$ cat config.mk
export PLATFORM = sky130hd
export DESIGN_NAME = pb_port_master_flat
export DESIGN_NICKNAME = d
export VERILOG_FILES = /design/src/rtl/pbm_pkg.sv /design/src/rtl/pb_port_master_if.sv /design/src/rtl/pbm_cmd_fifo.sv /design/src/rtl/pb_port_master.sv /design/src/flat_wrapper.sv
export SDC_FILE = /design/constraint.sdc
export NUM_CORES = 1
export LEC_CHECK = 0
export BUFFER_PORTS_ARGS = -buffer_cell sky130_fd_sc_hd__buf_2
export CORE_ASPECT_RATIO = 0.7
export CORE_MARGIN = 10
export CORE_UTILIZATION = 62
export DETAILED_ROUTE_END_ITERATION = 10
export GPL_TIMING_DRIVEN = 0
export PLACE_DENSITY_LB_ADDON = 0.25
export RECOVER_POWER = 50
export REMOVE_ABC_BUFFERS = 1
export SLEW_MARGIN = 40
export SYNTH_ARGS = -nofsm -noshare
export SYNTH_HDL_FRONTEND = slang
export SYNTH_HIERARCHICAL = 1
export SYNTH_SLANG_ARGS = --single-unit
$ cat constraint.sdc
create_clock -name sysclk -period 8.6 [get_ports sysclk]
set_clock_uncertainty 0.2 [all_clocks]
set_input_delay 2.58 -clock sysclk [delete_from_list [all_inputs] [get_ports sysclk]]
set_output_delay 2.58 -clock sysclk [all_outputs]
set_load 0.02 [all_outputs]
$ cat src/rtl/pbm_pkg.sv
// Shared types for the PicoBlaze-style port bus master: FSM encoding and command word layout.
// The ACK state exists only when PBM_IRQ_EN is defined.
package pbm_pkg;

  localparam int CMD_W = 17;

  typedef struct packed {
    logic       write;
    logic [7:0] port;
    logic [7:0] data;
  } pbm_cmd_t;

  typedef enum logic [2:0] {
    ST_IDLE   = 3'd0,
    ST_SETUP  = 3'd1,
    ST_STROBE = 3'd2,
    ST_GAP    = 3'd3
`ifdef PBM_IRQ_EN
    ,
    ST_ACK    = 3'd4
`endif
  } pbm_state_t;

  function automatic pbm_cmd_t pbm_make_cmd(input logic write, input logic [7:0] port,
                                            input logic [7:0] data);
    pbm_cmd_t c;
    c.write = write;
    c.port  = port;
    c.data  = data;
    return c;
  endfunction

endpackage

$ cat src/rtl/pb_port_master_if.sv
// Command/response channel plus the kcpsm6-style I/O port bus, as seen by pb_port_master.
interface pb_port_master_if;

  logic       cmd_valid;
  logic       cmd_ready;
  logic       cmd_write;
  logic [7:0] cmd_port;
  logic [7:0] cmd_data;
  logic       rsp_valid;
  logic [7:0] rsp_data;
  logic [7:0] port_id;
  logic [7:0] out_port;
  logic       write_strobe;
  logic       read_strobe;
  logic [7:0] in_port;
  logic       interrupt;
  logic       interrupt_ack;
  logic       irq_taken;
  logic       busy;

  modport master (
    input  cmd_valid, cmd_write, cmd_port, cmd_data, in_port, interrupt,
    output cmd_ready, rsp_valid, rsp_data, port_id, out_port,
           write_strobe, read_strobe, interrupt_ack, irq_taken, busy
  );

  modport slave (
    output cmd_valid, cmd_write, cmd_port, cmd_data, in_port, interrupt,
    input  cmd_ready, rsp_valid, rsp_data, port_id, out_port,
           write_strobe, read_strobe, interrupt_ack, irq_taken, busy
  );

endinterface

$ cat src/rtl/pbm_cmd_fifo.sv
// Synchronous command FIFO with fall-through head: a push into an empty FIFO is visible
// (and poppable) in the same cycle, which gives the 2-cycle enqueue-to-strobe latency.
module pbm_cmd_fifo
  import pbm_pkg::*;
#(
  parameter int DEPTH = 4
) (
  input  logic     clk,
  input  logic     srst_n,
  input  logic     push,
  input  pbm_cmd_t push_data,
  output logic     full,
  input  logic     pop,
  output pbm_cmd_t head,
  output logic     head_valid,
  output logic     empty
);

  localparam int AW = $clog2(DEPTH);
  localparam logic [AW:0] PTR_ONE = (AW + 1)'(1);

  pbm_cmd_t    mem [DEPTH];
  logic [AW:0] wr_ptr_reg;
  logic [AW:0] rd_ptr_reg;
  logic        bypass;
  logic        wr_en;
  logic        rd_en;

  assign empty = (wr_ptr_reg == rd_ptr_reg);
  assign full  = (wr_ptr_reg[AW] != rd_ptr_reg[AW]) &&
                 (wr_ptr_reg[AW-1:0] == rd_ptr_reg[AW-1:0]);

  // Push and pop on an empty FIFO pass the word straight through without storing it.
  assign bypass     = empty && push && pop;
  assign wr_en      = push && !full && !bypass;
  assign rd_en      = pop && !empty;
  assign head_valid = !empty || push;
  assign head       = empty ? push_data : mem[rd_ptr_reg[AW-1:0]];

  always_ff @(posedge clk) begin
    if (wr_en) begin
      mem[wr_ptr_reg[AW-1:0]] <= push_data;
    end
  end

  always_ff @(posedge clk) begin
    if (!srst_n) begin
      wr_ptr_reg <= '0;
      rd_ptr_reg <= '0;
    end else begin
      if (wr_en) begin
        wr_ptr_reg <= wr_ptr_reg + PTR_ONE;
      end
      if (rd_en) begin
        rd_ptr_reg <= rd_ptr_reg + PTR_ONE;
      end
    end
  end

endmodule

$ cat src/rtl/pb_port_master.sv
// PicoBlaze-style I/O port bus initiator with kcpsm6 timing (SETUP, one-cycle STROBE, GAP).
// Define PBM_IRQ_EN to service the level interrupt from IDLE with a one-cycle interrupt_ack.
module pb_port_master
  import pbm_pkg::*;
#(
  parameter int FIFO_DEPTH = 4,
  parameter int GAP_CYCLES = 1
) (
  input  logic                sysclk,
  input  logic                sysreset_n,
  pb_port_master_if.master    bus
);

  localparam logic [2:0] GAP_LAST = 3'((GAP_CYCLES > 0) ? GAP_CYCLES - 1 : 0);

  pbm_state_t state_reg, state_next;
  logic [7:0] port_id_reg, port_id_next;
  logic [7:0] out_port_reg, out_port_next;
  logic       write_reg, write_next;
  logic [2:0] gap_cnt_reg, gap_cnt_next;
  logic [7:0] rsp_data_reg;
  logic       rsp_valid_reg;
  logic       dispatch;
  logic       fifo_pop;
  logic       fifo_full;
  logic       fifo_empty;
  logic       head_valid;
  pbm_cmd_t   head;
  pbm_cmd_t   push_cmd;
  logic       read_done;

  assign push_cmd = pbm_make_cmd(bus.cmd_write, bus.cmd_port, bus.cmd_data);

  pbm_cmd_fifo #(
    .DEPTH (FIFO_DEPTH)
  ) u_fifo (
    .clk        (sysclk),
    .srst_n     (sysreset_n),
    .push       (bus.cmd_valid),
    .push_data  (push_cmd),
    .full       (fifo_full),
    .pop        (fifo_pop),
    .head       (head),
    .head_valid (head_valid),
    .empty      (fifo_empty)
  );

  // The IDLE decision also runs on the last cycle of STROBE/GAP/ACK, so back-to-back
  // transactions are spaced 2+GAP_CYCLES cycles without an extra idle cycle.
  always_comb begin
    state_next    = state_reg;
    port_id_next  = port_id_reg;
    out_port_next = out_port_reg;
    write_next    = write_reg;
    gap_cnt_next  = gap_cnt_reg;
    fifo_pop      = 1'b0;
    dispatch      = 1'b0;

    case (state_reg)
      ST_IDLE: dispatch = 1'b1;
      ST_SETUP: state_next = ST_STROBE;
      ST_STROBE: begin
        if (GAP_CYCLES == 0) begin
          dispatch = 1'b1;
        end else begin
          state_next   = ST_GAP;
          gap_cnt_next = '0;
        end
      end
      ST_GAP: begin
        if (gap_cnt_reg == GAP_LAST) begin
          dispatch = 1'b1;
        end else begin
          gap_cnt_next = gap_cnt_reg + 3'd1;
        end
      end
`ifdef PBM_IRQ_EN
      ST_ACK: begin
        if (GAP_CYCLES == 0) begin
          dispatch = 1'b1;
        end else begin
          state_next   = ST_GAP;
          gap_cnt_next = '0;
        end
      end
`endif
      default: state_next = ST_IDLE;
    endcase

    if (dispatch) begin
      state_next = ST_IDLE;
`ifdef PBM_IRQ_EN
      if (bus.interrupt) begin
        state_next = ST_ACK;
      end else
`endif
      if (head_valid) begin
        fifo_pop      = 1'b1;
        port_id_next  = head.port;
        out_port_next = head.data;
        write_next    = head.write;
        state_next    = ST_SETUP;
      end
    end
  end

  assign read_done = (state_reg == ST_STROBE) && !write_reg;

  always_ff @(posedge sysclk) begin
    if (!sysreset_n) begin
      state_reg     <= ST_IDLE;
      port_id_reg   <= '0;
      out_port_reg  <= '0;
      write_reg     <= 1'b0;
      gap_cnt_reg   <= '0;
      rsp_valid_reg <= 1'b0;
      rsp_data_reg  <= '0;
    end else begin
      state_reg     <= state_next;
      port_id_reg   <= port_id_next;
      out_port_reg  <= out_port_next;
      write_reg     <= write_next;
      gap_cnt_reg   <= gap_cnt_next;
      rsp_valid_reg <= read_done;
      if (read_done) begin
        rsp_data_reg <= bus.in_port;
      end
    end
  end

  assign bus.cmd_ready    = !fifo_full;
  assign bus.rsp_valid    = rsp_valid_reg;
  assign bus.rsp_data     = rsp_data_reg;
  assign bus.port_id      = port_id_reg;
  assign bus.out_port     = out_port_reg;
  assign bus.write_strobe = (state_reg == ST_STROBE) && write_reg;
  assign bus.read_strobe  = (state_reg == ST_STROBE) && !write_reg;
  assign bus.busy         = (state_reg != ST_IDLE) || !fifo_empty;

`ifdef PBM_IRQ_EN
  assign bus.interrupt_ack = (state_reg == ST_ACK);
  assign bus.irq_taken     = (state_reg == ST_ACK);
`else
  logic unused_interrupt;
  assign unused_interrupt  = bus.interrupt;
  assign bus.interrupt_ack = 1'b0;
  assign bus.irq_taken     = 1'b0;
`endif

endmodule
$ cat src/flat_wrapper.sv
// flat-port wrapper written by rule: the top's interface ports become plain ports
module pb_port_master_flat import pbm_pkg::*;
#(
  parameter int FIFO_DEPTH = 4,
  parameter int GAP_CYCLES = 1
)
  (sysclk, sysreset_n, bus_cmd_valid, bus_cmd_write, bus_cmd_port, bus_cmd_data, bus_in_port, bus_interrupt, bus_cmd_ready, bus_rsp_valid, bus_rsp_data, bus_port_id, bus_out_port, bus_write_strobe, bus_read_strobe, bus_interrupt_ack, bus_irq_taken, bus_busy);
  pb_port_master_if bus_i ();
  input  logic sysclk;
  input  logic sysreset_n;
  input wire logic [$bits(bus_i.cmd_valid)-1:0] bus_cmd_valid;
  input wire logic [$bits(bus_i.cmd_write)-1:0] bus_cmd_write;
  input wire logic [$bits(bus_i.cmd_port)-1:0] bus_cmd_port;
  input wire logic [$bits(bus_i.cmd_data)-1:0] bus_cmd_data;
  input wire logic [$bits(bus_i.in_port)-1:0] bus_in_port;
  input wire logic [$bits(bus_i.interrupt)-1:0] bus_interrupt;
  output wire logic [$bits(bus_i.cmd_ready)-1:0] bus_cmd_ready;
  output wire logic [$bits(bus_i.rsp_valid)-1:0] bus_rsp_valid;
  output wire logic [$bits(bus_i.rsp_data)-1:0] bus_rsp_data;
  output wire logic [$bits(bus_i.port_id)-1:0] bus_port_id;
  output wire logic [$bits(bus_i.out_port)-1:0] bus_out_port;
  output wire logic [$bits(bus_i.write_strobe)-1:0] bus_write_strobe;
  output wire logic [$bits(bus_i.read_strobe)-1:0] bus_read_strobe;
  output wire logic [$bits(bus_i.interrupt_ack)-1:0] bus_interrupt_ack;
  output wire logic [$bits(bus_i.irq_taken)-1:0] bus_irq_taken;
  output wire logic [$bits(bus_i.busy)-1:0] bus_busy;
  assign bus_i.cmd_valid = bus_cmd_valid;
  assign bus_i.cmd_write = bus_cmd_write;
  assign bus_i.cmd_port = bus_cmd_port;
  assign bus_i.cmd_data = bus_cmd_data;
  assign bus_i.in_port = bus_in_port;
  assign bus_i.interrupt = bus_interrupt;
  assign bus_cmd_ready = bus_i.cmd_ready;
  assign bus_rsp_valid = bus_i.rsp_valid;
  assign bus_rsp_data = bus_i.rsp_data;
  assign bus_port_id = bus_i.port_id;
  assign bus_out_port = bus_i.out_port;
  assign bus_write_strobe = bus_i.write_strobe;
  assign bus_read_strobe = bus_i.read_strobe;
  assign bus_interrupt_ack = bus_i.interrupt_ack;
  assign bus_irq_taken = bus_i.irq_taken;
  assign bus_busy = bus_i.busy;
  pb_port_master #(.FIFO_DEPTH(FIFO_DEPTH), .GAP_CYCLES(GAP_CYCLES)) u_core (.sysclk(sysclk), .sysreset_n(sysreset_n), .bus(bus_i));
endmodule
==> flow_summary_export.csv, run 1 <==
group,metric,value,unit
finish,fin_nets,404,
clock_network,postCtsSetupBuffers,0,
finish,design_area,0.00506,mm2
detailed_routing,drtPass1Iterations,4,
timing,timing.final.crit_period,4760,ps
worst_hold_path,worstHoldPathType,"reg2reg",
global_route,grt.overflow.total,0,
clock_network,cts_root_buffer,"clkbuf_8",
detailed_routing,ant_nets,0,
timing,whs,265,ps
setup_path,crit_path_end_kind,"register",
yosys,synth_seq_area_share,0.612,
power_and_ir_drop,p_leak,1.91,nW
clock_network,cts_hold_buf,0,
die,ioPinCount,60,
global_route,grt_pass1_vias,2587,
clock_network,cts-buffers-inserted,9,
die,die_h,92.2,um
yosys,syn_area,0.00461,mm2
status,status,"finished with violations",
detailed_routing,wl,8460,um
setup_path,critical_path_peak_fanout,59,
detailed_routing,viasPerCell,5.51,
finish,utilization,0.697,
placed_design,placed_area,0.00490,mm2
finish,syn_to_final_growth,9.71,%
detailed_routing,drtIter0Drc,197,
global_route,grt_max_degree,60,
power_and_ir_drop,ir_drop,0.000265,V
clock_network,clock-sinks,107,
setup_path,cp.arrival,4840,ps
worst_hold_path,hold_path_depth,2,
finish,mostFrequentLayoutCells,"edfxtp_1 (68), nand2_1 (60), dfxtp_1 (37)",
timing,slew_violations,60,
finish,largest_reg_flops,68,
global_route,antenna_found_initial,0,
yosys,yosysTopAreaCell,"edfxtp_1",
placed_design,io_buffers,56,
status,violations,"capacitance limit, slew limit",
placed_design,gp_congestion,0.719,
timing,slew_headroom,-0.607,
yosys,ys_warn_count,6,
clock_network,clock_latency,360,ps
die,core,0.00725,mm2
global_route,grt_pass1_wl,13500,um
clock_network,cts_tree,"yes",
die,start_util,0.636,
timing,finalSetupTns,0,ps
finish,nFillCells,524,
global_route,grtUsageTotal,0.153,
clock_network,htree_levels,3,
detailed_routing,num_vias,2578,
finish,drive_gt1_frac,0.186,
run,max_cap_violations,1,
yosys,ys_ff_latch,107,
die,die_w,123,um
setup_path,r2r_end,"u_core/u_fifo/mem[0][10]",
timing,hold_viol,0,
detailed_routing,remaining_drc_errors,0,
setup_path,r2r_cells,7,
timing,rsz0062_at_grt,"no",
timing,setup_viol,0,
worst_hold_path,whs_endpoint,"u_core/bus.out_port[3]",
clock_network,clkTransAtPathRegs,90,ps
clock_network,max-clock-path-buffers,2,
worst_hold_path,hold_start,"u_core/bus.out_port[3]",
placed_design,hpwlAfterDp,5550,um
clock_network,post_cts_resized,0,
finish,multiInputGateArea,0.00162,mm2
timing,final.period_utilization,0.553,
setup_path,critPathLaunchType,"input port",
yosys,ys_types,35,
detailed_routing,routedWlPerCell,18.1,um
power_and_ir_drop,p_per_area,323,mW/mm2
setup_path,r2r_slack,5200,ps
timing,worst_slew_pin_slew,2410,ps
yosys,syn_avg_cell_area,14.7,um2
die,dieArea,0.0113,mm2
setup_path,critical_path_class,"in2reg",
die,fp-row-count,26,
setup_path,required,8680,ps
finish,seq_area,0.00283,mm2
timing,fmax,210,MHz
setup_path,r2r-start,"u_core/u_fifo/rd_ptr_reg[0]",
finish,layout_commonest_cell,"edfxtp_1",
yosys,yosys.area.top_type_share,0.443,
yosys,synthTopCellsByArea,"edfxtp_1 (44%), dfxtp_1 (17%), mux4_1 (7.4%)",
yosys,synthCells,314,
finish,insertedDiodeCount,0,
-- worst max path at each step --
stage                              startpoint  slack, ps  cells after the start                        to
after floorplan                 bus_cmd_valid       3810                      5   u_core/u_fifo/mem[0][0]
after global placement          bus_cmd_valid       3130                      6  u_core/u_fifo/mem[0][12]
after detailed placement        bus_cmd_valid       3690                      6  u_core/u_fifo/mem[0][12]
after CTS                 u_core/state_reg[0]       3840                      5           bus_read_strobe
after global routing               sysreset_n       3560                      3       u_core/state_reg[0]
final                              sysreset_n       3840                      3       u_core/state_reg[0]
-- layer usage --
layer / vias to the layer above / global-route usage / part of all wire
li1: 1236 / - / -
met3: 9 / 0.0484 / 0.072
met5: - / 0 / 0
met2: 75 / 0.249 / 0.49
met1: 1258 / 0.193 / 0.43
met4: 0 / 0.0406 / 0.011
-- report_power, final --
group          internal [mW]  switching [mW]
sequential             0.678          0.0546
clock                  0.144           0.162
combinational          0.265           0.332
total                   1.09           0.549
-- logic make-up (layout without fill, tap and decap cells) --
group | Yosys count | in the layout | synth area share
compound gates | 23 | 23 | 0.0353
xor+xnor | 3 | 3 | 0.00570
fa+ha+maj | 10 | 10 | 0.0271
buf+inv | 29 | 84 | 0.0374
flops | 107 | 107 | 0.612
mux | 57 | 57 | 0.199
other cells | 1 | 2 | 0.000813
simple gates | 84 | 84 | 0.0827
-- critical path, cell delays in order --
cell and delay [ps]:
clkbuf_1 1680, o21ai_0 310, a31oi_1 240
-- metrics by stage --
step                worst slack, ps  instances  total power, mW
global placement               3130        452             1.33
floorplan                      3810        298             1.18
global route                   3560        468             1.73
CTS                            3840        468             1.66
detailed placement             3690        452             1.35
finish                         3840        468             1.63
-- synth_stat cells --
master,n
a31oi_1,2
conb_1,1
buf_2,1
or4bb_1,1
nand2b_1,4
nor2b_1,2
inv_1,11
or3_4,1
and4_1,1
o211a_1,2
clkbuf_2,1
mux4_1,13
buf_1,1
clkinv_1,1
mux2i_1,23
or2_2,2
nand3b_1,1
clkbuf_1,6
mux4_2,4
dfxtp_1,39
and2_1,5
buf_12,1
buf_4,2
edfxtp_1,68
nor2_1,2
xor2_1,3
mux2_4,17
nand2_1,60
and3b_1,1
nand3_1,4
o21ai_0,5
ha_1,10
buf_6,5
o21a_1,2
a21boi_0,12
-- layout make-up --
cell class	instances	area share
clock buffer	11	0.0279
clock inverter	5	0.0119
inverter	12	0.00890
multi-input combinational	179	0.321
sequential	107	0.558
tap	98	0.0242
timing repair buffer	56	0.0477
(Power assumes the default switching activity.)
==> run 2, diff against run 1 <==
- ABC_AREA: unset -> 1
- CORE_UTILIZATION: 62 -> 58
- clock period: 8.6 -> 4.5 ns (I/O delays scaled with it)
==> run 2 against run 1 <==
Effect of this change:
- wire length increased by 20%
- largest power group unchanged
- critical path depth rose by 9
- highest routed layer unchanged
- count of clock-buffer cells in the layout shrank 1
- clock power is 130% higher
- combinational power up 130%
- global-route usage increased by 1.2 points
- synthesized cell count grew 68%
- the flow now finishes without violations
==> flow_summary_export.csv, run 2 <==
group,metric,value,unit
status,status,"completed",
die,core,0.00794,mm2
placed_design,gp_congestion,0.820,
finish,insertedDiodeCount,0,
yosys,synthTopCellsByArea,"edfxtp_1 (43%), dfxtp_1 (16%), nor2_1 (10%)",
finish,seq_area,0.00282,mm2
worst_hold_path,hold_path_depth,2,
timing,rsz0062_at_grt,"no",
timing,slew_headroom,0.145,
timing,fmax,260,MHz
setup_path,critical_path_class,"reg2reg",
yosys,ys_warn_count,6,
setup_path,critical_path_peak_fanout,38,
setup_path,r2r_cells,12,
yosys,syn_avg_cell_area,9.04,um2
finish,largest_reg_flops,68,
timing,hold_viol,0,
yosys,synth_commonest_cells,"nor2_1 (129), inv_1 (77), edfxtp_1 (68)",
run,max_cap_violations,0,
finish,utilization,0.666,
setup_path,r2r_end,"u_core/u_fifo/mem[1][10]",
worst_hold_path,whs_endpoint,"u_core/bus.rsp_data[3]",
global_route,grt_max_degree,39,
timing,worst_slew_pin_slew,1280,ps
worst_hold_path,hold_start,"u_core/bus.rsp_data[3]",
detailed_routing,drtPass1Iterations,5,
detailed_routing,drtIter0Drc,370,
detailed_routing,routedWlPerCell,15.0,um
clock_network,cts_hold_buf,0,
clock_network,cts_root_buffer,"clkbuf_16",
yosys,ys_types,27,
worst_hold_path,worstHoldPathType,"reg2reg",
global_route,grt_pass1_vias,3312,
detailed_routing,num_vias,3557,
finish,syn_to_final_growth,10.9,%
clock_network,cts-buffers-inserted,9,
setup_path,required,4280,ps
die,start_util,0.601,
global_route,grtUsageTotal,0.164,
placed_design,hpwlAfterDp,6540,um
yosys,synth_seq_area_share,0.592,
yosys,synth_edf_count,68,
power_and_ir_drop,p_per_area,659,mW/mm2
clock_network,clock_latency,350,ps
yosys,synthCells,528,
die,ioPinCount,60,
die,die_h,95.9,um
yosys,ys_ff_latch,107,
global_route,grt.overflow.total,0,
placed_design,placed_area,0.00507,mm2
timing,slew_violations,0,
setup_path,critPathLaunchType,"register",
finish,design_area,0.00529,mm2
detailed_routing,ant_nets,0,
power_and_ir_drop,total_power,3.48,mW
clock_network,post_cts_resized,0,
yosys,yosysMostFrequentCell,"nor2_1",
clock_network,max-clock-path-buffers,2,
die,die_w,128,um
finish,layout_commonest_cell,"nor2_1",
power_and_ir_drop,ir_drop,0.000464,V
clock_network,clkTransAtPathRegs,70,ps
clock_network,clock-sinks,107,
yosys,ys.flop_type,"edfxtp_1",
yosys,yosysTopAreaCell,"edfxtp_1",
finish,drive_gt1_frac,0.0799,
detailed_routing,remaining_drc_errors,0,
yosys,syn_area,0.00477,mm2
yosys,synthArstFlopShare,0,
power_and_ir_drop,p_leak,2.21,nW
timing,whs,282,ps
detailed_routing,wl,10100,um
clock_network,htree_levels,3,
timing,setup_viol,0,
finish,nFillCells,650,
setup_path,r2r_slack,650,ps
global_route,antenna_found_initial,0,
finish,multiInputGateArea,0.00153,mm2
setup_path,r2r-start,"u_core/u_fifo/wr_ptr_reg[0]",
detailed_routing,viasPerCell,5.25,
timing,final.period_utilization,0.854,
finish,mostFrequentLayoutCells,"nor2_1 (125), inv_1 (77), edfxtp_1 (68)",
die,fp-row-count,27,
placed_design,io_buffers,56,
die,dieArea,0.0123,mm2
yosys,yosys.area.top_type_share,0.428,
clock_network,cts_tree,"yes",
setup_path,cp.arrival,3630,ps
setup_path,crit_path_end_kind,"register",
global_route,grt_pass1_wl,16000,um
timing,timing.final.crit_period,3850,ps
clock_network,postCtsSetupBuffers,0,
finish,fin_nets,610,
[run 2: worst max-delay path: stages (launching register included)]
cell     delay (ps)
dfxtp_1         350
inv_1           130
nand2_1          70
nand2_1         130
nand3_4         380
or2_2           620
nand3_4         280
inv_1           130
inv_1            70
nand3_1          70
nand3_1         130
nand2_1         300
nor2_4          580
[run 2: worst max path at each step]
| stage | start | end | cells past startpoint |
|---|---|---|---|
| 2_1_floorplan | bus_cmd_valid | u_core/u_fifo/mem[0][0] | 8 |
| 3_3_place_gp | u_core/u_fifo/wr_ptr_reg[0] | u_core/u_fifo/mem[0][15] | 12 |
| 3_5_place_dp | u_core/u_fifo/wr_ptr_reg[0] | u_core/u_fifo/mem[2][9] | 12 |
| 4_1_cts | u_core/u_fifo/wr_ptr_reg[0] | u_core/u_fifo/mem[0][11] | 12 |
| 5_1_grt | u_core/u_fifo/wr_ptr_reg[0] | u_core/u_fifo/mem[0][11] | 12 |
| 6_report | u_core/u_fifo/wr_ptr_reg[0] | u_core/u_fifo/mem[1][10] | 12 |
[run 2: routing by layer]
layer	share of wire	up-vias	GRT usage
met4	0.0086	0	0.0364
met5	0	-	0
met2	0.50	106	0.283
met1	0.42	1647	0.196
met3	0.068	12	0.0571
li1	-	1792	-
[run 2: through the flow]
step                      std cells  TNS (ps)  worst slack (ps)
after CTS                       677         0               318
after global routing            677         0               348
after global placement          661    -10540              -189
final                           677         0               655
after detailed placement        661         0               342
after floorplan                 504         0               710
[run 2: cell families (layout without fill, tap and decap cells)]
family / Yosys count / after routing / synth area share
buf+inv: 108 / 155 / 0.0957
simple gates: 228 / 228 / 0.202
xor+xnor: 2 / 2 / 0.00367
other cells: 1 / 2 / 0.000786
fa+ha+maj: 10 / 10 / 0.0262
flops: 107 / 107 / 0.592
compound gates: 72 / 72 / 0.0800
[run 2: power by group]
group          internal (mW)  leakage [nW]  switching [mW]
sequential              1.27         0.942           0.115
combinational          0.406          1.15           0.986
clock                  0.370         0.117           0.335
total                   2.05          2.21            1.44
[run 2: area by class of cell]
type,instances,share of cell area
inverter,83,0.0589
timing repair buffer,56,0.0438
clock buffer,10,0.0433
clock inverter,6,0.00639
tap,101,0.0239
multi-input combinational,314,0.290
sequential,107,0.534
==> run 3, diff against run 2 <==
- CORE_UTILIZATION: 58 -> 62
- clock period: 4.5 -> 4.6 ns (I/O delays scaled with it)
==> run 3 against run 2 <==
Effect of this change:
- count of clock-buffer cells in the layout grew 1
- non-clock buffer count unchanged
- wire length increased by 0.21%
- core utilization is 4.5 points higher
==> flow_summary_export.csv, run 3 (synthesis results as in run 2) <==
group,metric,value,unit
timing,worst_slew_pin_slew,1320,ps
power_and_ir_drop,p_per_area,640,mW/mm2
timing,final.period_utilization,0.844,
setup_path,critical_path_class,"reg2reg",
power_and_ir_drop,p_leak,2.21,nW
clock_network,clkTransAtPathRegs,90,ps
clock_network,post_cts_resized,0,
finish,fin_nets,610,
clock_network,cts_tree,"yes",
clock_network,clock_latency,360,ps
global_route,antenna_found_initial,0,
clock_network,clock-sinks,107,
placed_design,gp_congestion,0.829,
timing,setup_viol,0,
finish,utilization,0.711,
finish,seq_area,0.00282,mm2
detailed_routing,remaining_drc_errors,0,
global_route,grt.overflow.total,0,
worst_hold_path,worstHoldPathType,"reg2reg",
die,dieArea,0.0117,mm2
clock_network,cts-buffers-inserted,9,
finish,syn_to_final_growth,10.0,%
worst_hold_path,hold_start,"u_core/bus.rsp_data[0]",
setup_path,r2r_slack,720,ps
setup_path,critPathLaunchType,"register",
detailed_routing,num_vias,3550,
clock_network,cts_root_buffer,"clkbuf_8",
clock_network,htree_levels,3,
timing,whs,294,ps
detailed_routing,wl,10100,um
finish,insertedDiodeCount,0,
global_route,grt_pass1_vias,3559,
timing,rsz0062_at_grt,"no",
finish,layout_commonest_cell,"nor2_1",
finish,drive_gt1_frac,0.0851,
run,max_cap_violations,0,
timing,finalSetupTns,0,ps
detailed_routing,drtPass1Iterations,4,
finish,largest_reg_flops,68,
clock_network,cts_hold_buf,0,
status,status,"completed",
power_and_ir_drop,ir_drop,0.000390,V
timing,slew_violations,0,
timing,timing.final.crit_period,3880,ps
timing,slew_headroom,0.123,
setup_path,cp.arrival,3680,ps
power_and_ir_drop,total_power,3.36,mW
clock_network,max-clock-path-buffers,2,
clock_network,postCtsSetupBuffers,0,
placed_design,hpwlAfterDp,6620,um
setup_path,r2r-start,"u_core/u_fifo/wr_ptr_reg[0]",
placed_design,placed_area,0.00506,mm2
timing,hold_viol,0,
setup_path,critical_path_peak_fanout,38,
finish,multiInputGateArea,0.00153,mm2
die,core,0.00738,mm2
setup_path,required,4400,ps
worst_hold_path,whs_endpoint,"u_core/bus.rsp_data[0]",
global_route,grt_pass1_wl,16600,um
setup_path,crit_path_end_kind,"register",
placed_design,io_buffers,56,
detailed_routing,drtIter0Drc,322,
die,ioPinCount,60,
die,die_w,125,um
detailed_routing,viasPerCell,5.27,
timing,fmax,257,MHz
setup_path,r2r_cells,12,
global_route,grt_max_degree,39,
detailed_routing,routedWlPerCell,15.1,um
finish,mostFrequentLayoutCells,"nor2_1 (125), inv_1 (77), edfxtp_1 (68)",
finish,nFillCells,582,
die,start_util,0.646,
setup_path,r2r_end,"u_core/u_fifo/mem[0][4]",
detailed_routing,ant_nets,0,
die,die_h,93.4,um
die,fp-row-count,26,
worst_hold_path,hold_path_depth,2,
global_route,grtUsageTotal,0.173,
finish,design_area,0.00525,mm2
[run 3: worst max-delay path by stage]
| stage | startpoint | endpoint | slack [ps] | depth (start not counted) |
|---|---|---|---|---|
| after floorplan | bus_cmd_valid | u_core/u_fifo/mem[0][0] | 780 | 8 |
| after global placement | u_core/u_fifo/wr_ptr_reg[0] | u_core/u_fifo/mem[2][0] | -100 | 12 |
| after detailed placement | u_core/u_fifo/wr_ptr_reg[0] | u_core/u_fifo/mem[0][0] | 450 | 12 |
| after CTS | u_core/u_fifo/wr_ptr_reg[0] | u_core/u_fifo/mem[0][11] | 400 | 12 |
| after global routing | u_core/u_fifo/wr_ptr_reg[0] | u_core/u_fifo/mem[0][4] | 400 | 12 |
| final | u_core/u_fifo/wr_ptr_reg[0] | u_core/u_fifo/mem[0][4] | 720 | 12 |
[run 3: layout make-up]
type	count	area share
clock inverters	5	0.0164
inverters	83	0.0593
well taps	98	0.0234
repair buffers	56	0.0441
flip-flops and latches	107	0.538
clock buffers	11	0.0269
multi-input cells	314	0.292
[run 3: routing by layer]
| layer | vias to the layer above | wire, um | global-route usage |
|---|---|---|---|
| met5 | - | 0 | 0 |
| met3 | 12 | 613 | 0.0479 |
| met4 | 0 | 114 | 0.0382 |
| li1 | 1789 | - | - |
| met1 | 1648 | 4430 | 0.213 |
| met2 | 101 | 4990 | 0.298 |
[run 3: through the flow]
| step | std cells | worst slack [ps] |
|---|---|---|
| floorplan | 504 | 780 |
| global placement | 658 | -103 |
| detailed placement | 658 | 451 |
| CTS | 674 | 399 |
| global route | 674 | 396 |
| finish | 674 | 716 |
[run 3: power by group]
| group | internal (mW) | leakage [nW] | switching (mW) | total [mW] |
|---|---|---|---|---|
| Sequential | 1.24 | 0.942 | 0.111 | 1.35 |
| Clock | 0.326 | 0.114 | 0.307 | 0.633 |
| Combinational | 0.397 | 1.15 | 0.977 | 1.37 |
[run 3: worst max-delay path, stage by stage, from the launching register on]
cell and delay, ps:
dfxtp_1 360, inv_1 130, nand2_1 70, nand2_1 140, nand3_4 380, or2_2 610
nand3_4 290, inv_1 130, inv_1 70, nand3_1 80, nand3_1 150, nand2_1 320
nor2_4 580
